$ cat config.mk
export PLATFORM = sky130hd
export DESIGN_NAME = io_bus_decoder
export DESIGN_NICKNAME = d
export VERILOG_FILES = /design/src/rtl/nano6502_bus_pkg.sv /design/src/rtl/bus_wait_gen.sv /design/src/rtl/io_bus_decoder.sv
export SDC_FILE = /design/constraint.sdc
export NUM_CORES = 1
export LEC_CHECK = 0
export BUFFER_PORTS_ARGS = -buffer_cell sky130_fd_sc_hd__buf_2
export CORE_MARGIN = 3
export CORE_UTILIZATION = 43
export CTS_CLUSTER_DIAMETER = 100
export DETAILED_ROUTE_END_ITERATION = 16
export PLACE_DENSITY = 0.9
export SLEW_MARGIN = 25
export SYNTH_ARGS = -nofsm -noshare
export SYNTH_HDL_FRONTEND = slang
export SYNTH_SLANG_ARGS = --single-unit
export TNS_END_PERCENT = 10
$ cat constraint.sdc
create_clock -name clk_i -period 2.6 [get_ports clk_i]
set_clock_uncertainty 0.05 [all_clocks]
set_input_delay 0.13 -clock clk_i [delete_from_list [all_inputs] [get_ports clk_i]]
set_output_delay 0.13 -clock clk_i [all_outputs]
set_load 0.03 [all_outputs]
$ cat src/rtl/nano6502_bus_pkg.sv
// Shared constants and types for the nano6502 bus decoder.
// Latency: n/a (package only).
// Backpressure: n/a (package only).
package nano6502_bus_pkg;

    // Address map
    localparam logic [7:0]  IO_PAGE     = 8'hFE;     // banked device window
    localparam logic [7:0]  VEC_PAGE    = 8'hFF;     // vectors, always ROM
    localparam logic [15:0] ROM_LO      = 16'hE000;  // start of ROM overlay

    // Control register addresses (shadow RAM in zero page)
    localparam logic [15:0] REG_BANK_LO = 16'h0000;
    localparam logic [15:0] REG_BANK_HI = 16'h0001;
    localparam logic [15:0] REG_ROM_SEL = 16'h0002;

    // Wait-state generator states
    typedef enum logic [1:0] {
        WAIT_IDLE = 2'd0,
        WAIT_WAIT = 2'd1,
        WAIT_DONE = 2'd2
    } wait_state_t;

endpackage

$ cat src/rtl/bus_wait_gen.sv
// Per-access wait-state generator: stalls the CPU for a programmed number of cycles.
// Latency: rdy drops combinationally on start; access completes W+1 cycles after start.
// Backpressure: o_rdy low stalls the CPU; an address/direction change mid-stall aborts.
//
// Ports:
//   clk_i, rst_n_i  clock, async active-low reset
//   i_wait_cnt      stall length W for the access presented this cycle
//   i_start         a waited access is presented (only sampled in IDLE)
//   i_abort         CPU changed address or direction since last cycle
//   o_rdy           to CPU Rdy
module bus_wait_gen
    import nano6502_bus_pkg::*;
#(
    parameter int WAIT_W = 3
) (
    input  logic              clk_i,
    input  logic              rst_n_i,
    input  logic [WAIT_W-1:0] i_wait_cnt,
    input  logic              i_start,
    input  logic              i_abort,
    output logic              o_rdy
);

    wait_state_t       r_state;
    wait_state_t       w_state_nxt;
    logic [WAIT_W-1:0] r_cnt;
    logic [WAIT_W-1:0] w_cnt_nxt;

    always_ff @(posedge clk_i or negedge rst_n_i) begin
        if (!rst_n_i) begin
            r_state <= WAIT_IDLE;
            r_cnt   <= '0;
        end else begin
            r_state <= w_state_nxt;
            r_cnt   <= w_cnt_nxt;
        end
    end

    // The IDLE cycle that detects the access already counts as the first
    // stall cycle, so r_cnt holds the stall cycles still to come while in
    // WAIT (W-1 down to 1). The last WAIT cycle leaves the counter at zero
    // and hands over to DONE, giving exactly W low cycles in total.
    always_comb begin
        w_state_nxt = r_state;
        w_cnt_nxt   = r_cnt;
        o_rdy       = 1'b1;
        case (r_state)
            WAIT_IDLE: begin
                if (i_start) begin
                    o_rdy       = 1'b0;
                    w_cnt_nxt   = i_wait_cnt - 1'b1;
                    w_state_nxt = (i_wait_cnt == WAIT_W'(1)) ? WAIT_DONE : WAIT_WAIT;
                end
            end
            WAIT_WAIT: begin
                o_rdy = 1'b0;
                if (i_abort) begin
                    // CPU moved on; re-evaluate the new access from IDLE
                    w_state_nxt = WAIT_IDLE;
                    w_cnt_nxt   = '0;
                end else begin
                    w_cnt_nxt = r_cnt - 1'b1;
                    if (r_cnt == WAIT_W'(1)) begin
                        w_state_nxt = WAIT_DONE;
                    end
                end
            end
            WAIT_DONE: begin
                // Access completes this cycle
                w_state_nxt = WAIT_IDLE;
            end
            default: begin
                w_state_nxt = WAIT_IDLE;
                w_cnt_nxt   = '0;
            end
        endcase
    end

endmodule

$ cat src/rtl/io_bus_decoder.sv
// 6502 bus decoder: RAM/ROM/banked-IO selects, bank and ROM-overlay registers, read mux.
// Latency: decode and read mux are combinational; register writes land on the next clock.
// Backpressure: per-device wait states stall the CPU through rdy_o; RAM/ROM/registers never wait.
//
// Ports:
//   clk_i, rst_n_i          clock, async active-low reset
//   R_W_n, addr_i, data_i   CPU bus (1 = read)
//   data_o, rdy_o           read data and Rdy back to the CPU
//   ram_cs, rom_cs, dev_cs  memory and one-hot device selects
//   ram_data_i, rom_data_i  memory read data
//   dev_data_i              device read data, device k at [k*8 +: 8]
//   bank_o                  current IO bank
module io_bus_decoder
    import nano6502_bus_pkg::*;
#(
    parameter int                        NUM_DEV  = 8,
    parameter int                        WAIT_W   = 3,
    parameter logic [NUM_DEV*WAIT_W-1:0] WAIT_TBL = '0,
    parameter logic [7:0]                OPEN_BUS = 8'hFF
) (
    input  logic                 clk_i,
    input  logic                 rst_n_i,
    input  logic                 R_W_n,
    input  logic [15:0]          addr_i,
    input  logic [7:0]           data_i,
    output logic [7:0]           data_o,
    output logic                 rdy_o,
    output logic                 ram_cs,
    output logic                 rom_cs,
    output logic [NUM_DEV-1:0]   dev_cs,
    input  logic [7:0]           ram_data_i,
    input  logic [7:0]           rom_data_i,
    input  logic [8*NUM_DEV-1:0] dev_data_i,
    output logic [15:0]          bank_o
);

    localparam logic [15:0] DEV_LIM = 16'(NUM_DEV);

    logic [15:0]       r_bank;
    logic [7:0]        r_rom_sel;
    logic [15:0]       r_addr_q;
    logic              r_rw_q;

    logic              w_reg_hit;
    logic              w_dev_vld;
    logic [7:0]        w_dev_rdata;
    logic [WAIT_W-1:0] w_dev_wait;
    logic              w_start;
    logic              w_abort;
    logic              w_wait_rdy;
    logic              w_wr_en;

    // Address decode, first match wins
    always_comb begin
        ram_cs    = 1'b0;
        rom_cs    = 1'b0;
        w_reg_hit = 1'b0;
        w_dev_vld = 1'b0;
        if (addr_i <= REG_ROM_SEL) begin
            w_reg_hit = 1'b1;
        end else if (addr_i[15:8] == VEC_PAGE) begin
            rom_cs = 1'b1;
        end else if (addr_i[15:8] == IO_PAGE) begin
            w_dev_vld = (r_bank < DEV_LIM);
        end else if (addr_i >= ROM_LO) begin
            if (r_rom_sel[0]) begin
                ram_cs = 1'b1;
            end else begin
                rom_cs = 1'b1;
            end
        end else begin
            ram_cs = 1'b1;
        end
    end

    // Device select, read data and wait count for the current bank
    always_comb begin
        dev_cs      = '0;
        w_dev_rdata = '0;
        w_dev_wait  = '0;
        for (int k = 0; k < NUM_DEV; k++) begin
            if (w_dev_vld && (r_bank == 16'(k))) begin
                dev_cs[k]   = 1'b1;
                w_dev_rdata = dev_data_i[k*8 +: 8];
                w_dev_wait  = WAIT_TBL[k*WAIT_W +: WAIT_W];
            end
        end
    end

    // Read mux; writes drive zero
    always_comb begin
        data_o = 8'h00;
        if (R_W_n) begin
            if (w_reg_hit) begin
                case (addr_i[1:0])
                    2'd0:    data_o = r_bank[7:0];
                    2'd1:    data_o = r_bank[15:8];
                    default: data_o = r_rom_sel;
                endcase
            end else if (ram_cs) begin
                data_o = ram_data_i;
            end else if (rom_cs) begin
                data_o = rom_data_i;
            end else if (w_dev_vld) begin
                data_o = w_dev_rdata;
            end else begin
                data_o = OPEN_BUS;
            end
        end
    end

    assign w_wr_en = !R_W_n && rdy_o && w_reg_hit;

    // Previous-cycle bus lets the wait generator spot the CPU moving on
    assign w_abort = (addr_i != r_addr_q) || (R_W_n != r_rw_q);
    assign w_start = w_dev_vld && (w_dev_wait != '0);

    always_ff @(posedge clk_i or negedge rst_n_i) begin
        if (!rst_n_i) begin
            r_bank    <= '0;
            r_rom_sel <= '0;
            r_addr_q  <= '0;
            r_rw_q    <= 1'b1;
        end else begin
            r_addr_q <= addr_i;
            r_rw_q   <= R_W_n;
            if (w_wr_en) begin
                case (addr_i)
                    REG_BANK_LO: r_bank[7:0]  <= data_i;
                    REG_BANK_HI: r_bank[15:8] <= data_i;
                    REG_ROM_SEL: r_rom_sel    <= data_i;
                    default: ;
                endcase
            end
        end
    end

    bus_wait_gen #(
        .WAIT_W (WAIT_W)
    ) u_wait (
        .clk_i      (clk_i),
        .rst_n_i    (rst_n_i),
        .i_wait_cnt (w_dev_wait),
        .i_start    (w_start),
        .i_abort    (w_abort),
        .o_rdy      (w_wait_rdy)
    );

    // While reset is held the CPU must see Rdy high even if a waited
    // device is being addressed, so reset overrides the IDLE start stall.
    assign rdy_o  = w_wait_rdy | ~rst_n_i;
    assign bank_o = r_bank;

endmodule

==> results.md <==
- The total count of hold-check failures in the final report is 0.
- Summed over all instances, the cell type with the most area after synthesis is dfrtp_1.
- The number of global-route vias before repair is 2707.
- The number of antenna diodes in the final layout is 0.
- The worst endpoint required time is roughly 2.4 ns.
- The detailed router finished its first iteration with around 190 violations.
- The post-synthesis instance area is around 2300 µm².
- The number of cells after detailed placement is 463.
- The final estimated routing congestion in global placement is 0.893.
- The die covers roughly 6300 µm².
- The nature of the critical path startpoint is a flop.
- Once the floorplan was initialized, standard cells occupied between 40% and 50% of the core.
- The maximum number of pins on one net before global-route repair is 36.
- The routed length per instance is roughly 18 µm.
- Clock-pin slew was measured on the worst setup and hold paths at ~0.090 ns.
- The total congestion overflow is 0.
- The length of routed wiring on met1 is approximately 3300 µm.
- The number of pins exceeding their max-slew limit in the final report came to 0.
- The critical path goes through nor4_1 > nand3_2 > or2_2 > nor4b_1 > buf_2.
- The synthesized net count is roughly 370.
- The final cycle utilization of the critical path is roughly 95%.
- The average instance in the mapped netlist occupies 8.84 µm².
- The finished layout holds 468 standard cells, fillers aside.
- During synthesis, Yosys emitted a total of 0 warnings.
- The post-synthesis sequential element count is 24.
- From bottom edge to top edge, the die measures approximately 80 µm.
- The number of fill cells is 452.
- The area inside the core boundary is between 5000 and 6000 µm².
- By area the synthesized netlist is led by dfrtp_1 26%, mux2_2 18%, mux2i_1 6.0%.
- By instance count, the leading cell after synthesis is mux2_2.
- The critical path in this run is classified as flop to primary output.
- The first global-routing pass estimated between 10000 and 15000 µm of wire.
- For the pin with the worst max-slew slack, the measured transition is 0.692 ns.
- The layout net count is 506.
- The worst stage delay on the critical path is roughly 0.42 ns.
- The commonest cells after synthesis are 37 x mux2_2, 24 x dfrtp_1, 19 x o21ai_0.
- The share of layout cells above drive strength 1 is around half.
- The data arrival at the endpoint of the critical path is ~2.3 ns.
- The width of the die is roughly 80 µm.
- After synthesis, the netlist uses between 40 and 50 different library cells.
- The initialized floorplan defines 26 standard-cell rows.
- Synthesis produced around 260 cells.
- The iteration count of the initial detailed-routing pass is 5.
- The sum of negative setup slack is 0 ns.
- The number of antenna violations at the first check in global routing was 0.
- The worst slew slack as a fraction of its limit is 53.5%.
- The tool flagged a number of max-cap violations equal to 0.
- Summed over all nets, wire length on met2 after detailed routing comes to between 4000 and 5000 µm.
- After synthesis, the largest area contributor takes up 25.7% of total cell area.
- Dividing the detail-routed via count by the number of cells gives just under 6.
- The run finished with clean final reports.
- The area added between synthesis and finish is 37.2%.
- TritonCTS created 3 clock buffers.
- ~140 I/O pins were placed.
- The worst voltage drop across the vdd grid is 0.404 mV.
- The number of DRC violations after detailed routing is 0.
- TritonCTS built the clock tree.
- Across every metal layer, demand over resource in global routing totals between 20% and 30%.
- Setup repair after global routing left no endpoint under its margin.
- The length of routed met3 wiring is between 800 and 900 µm.
- Detailed placement ended at an HPWL of 6460 µm.
- The buffer depth of the longest clock path is 2.
- Among all flip-flop cells after synthesis, the most frequent one is dfrtp_1.
- For this design, the sink count on the clock tree is 24.
- The timing-limited maximum frequency is around 0.4 GHz.
- Signal routing reaches up to met4.
- The number of setup violations in the final report is 0.
- The total length of routed wires is 8350 µm.
- The clock root buffer is clkbuf_8.
- In this run the number of H-tree levels came out at 1.
- Hold timing on the final database bottoms out at a slack of 0.0553 ns.
- The slowest library cell on the worst path is dfrtp_1.
- Of all nets on the critical path, the largest fanout is 5.
- Cells fill approximately 62% of the core in the end.
- For this run, asynchronously set or reset flops after synthesis account for 100%.
- Summing internal, switching and leakage power gives 932 µW.
- The number of buffers added for setup after CTS is 0.
- The sort of element at the end of the critical path is a primary output.
- The sequential fraction of the synthesis area is 25.7%.
- For the finished layout, the period the worst path requires is about 2.5 ns.
- The buffers plus inverters on the worst setup path is 1.
- Counting flops with a built-in enable in the synthesized netlist gives 0.
- The final route contains approximately 2800 vias.
- The class of the tightest hold or removal check is input port to flop.
- For the worst-skew pair, the clock arrives at the later sink with an insertion delay of 0.27 ns.
- The detail route stage leaves a number of antenna-violating nets equal to 0.
- In this run the power density over the cells is a little under 300 nW/µm².
- The category of cells accounting for the largest share of critical-path delay is simple AND/OR/NAND/NOR gates.
- Summed over all cells, the static leakage comes to between 0.0015 and 0.002 µW.
- Input and output buffers added on the ports amount to 140.
flip-flops by register name, summed over array words and instances, names as in the netlist:
| signal | flops |
|---|---|
| r_rom_sel | 8 |
| bank_o | 16 |
worst paths after layout:
path	startpoint	end	slack, ns	depth (start not counted)
max	bank_o[12]$_DFFE_PN0P_	dev_cs[0]	0.12	5
min	data_i[0]	bank_o[0]$_DFFE_PN0P_	0.06	3
max reg2reg	bank_o[0]$_DFFE_PN0P_	bank_o[0]$_DFFE_PN0P_	1.42	2
min reg2reg	r_rom_sel[5]$_DFFE_PN0P_	r_rom_sel[5]$_DFFE_PN0P_	0.47	1
max in group asynchronous	rst_n_i	bank_o[1]$_DFFE_PN0P_	1.82	2
min in group asynchronous	rst_n_i	bank_o[5]$_DFFE_PN0P_	0.32	2
where the power goes:
| group | internal, µW | switching [µW] | total, µW | leakage, µW |
|---|---|---|---|---|
| clock | 206 | 125 | 331 | 0.0000357 |
| sequential | 373 | 0.191 | 373 | 0.000330 |
| combinational | 111 | 117 | 228 | 0.00134 |
layout make-up:
class,count,area [µm²],area share [%]
tap,70,87.6,2.74
clock inverter,1,30.0,0.938
timing repair buffer,150,778,24.3
multi-input combinational,210,1630,50.8
sequential,24,601,18.8
inverter,10,37.5,1.17
clock buffer,3,41.3,1.29
layout by cell type, fill, tap and decap left out, types with 4 or more instances in the layout:
cell type and n:
a221oi_1 11, a21oi_1 15, nor2_1 16, nand2b_1 4
o21ai_0 19, o211a_1 8, and3_1 6, and2_1 5
nand3_1 5, nand2_1 16, mux2i_1 14, dfrtp_1 24
o22a_1 12, nor3_1 5, buf_4 9, buf_2 140
inv_1 9, mux2_2 37, nor4_1 5
per-layer routing:
layer / track usage, % / vias to the layer above
li1: - / 1282
met1: 32.1 / 1293
met2: 43.7 / 187
met3: 3.61 / 20
met4: 6.70 / 0
met5: 0 / -
cell families after synthesis:
logic type	share of synthesized area, %
buf+inv	5.09
mux	24.3
simple gates	20.4
flops	25.7
other cells	0.161
compound gates	24.3
worst min-delay path, stage by stage:
cell and delay, ns:
buf_2 0.10, nand2_1 0.04, o21ai_0 0.06
stage by stage:
| stage | area [µm²] | setup WS (ns) |
|---|---|---|
| after global routing | 3200 | 0.0114 |
| after global placement | 3110 | 0.444 |
| after floorplan | 2330 | 0.0298 |
| after detailed placement | 3110 | 0.328 |
| final | 3200 | 0.120 |
| after CTS | 3190 | 0.0485 |
what timing repair did:
action	CTS	global route
endpoints found under the setup margin	0	10
hold buffers	1	0
gates resized for setup	0	2
hold endpoints to repair	24	0
Note: power is estimated with default switching activity, not from simulation.
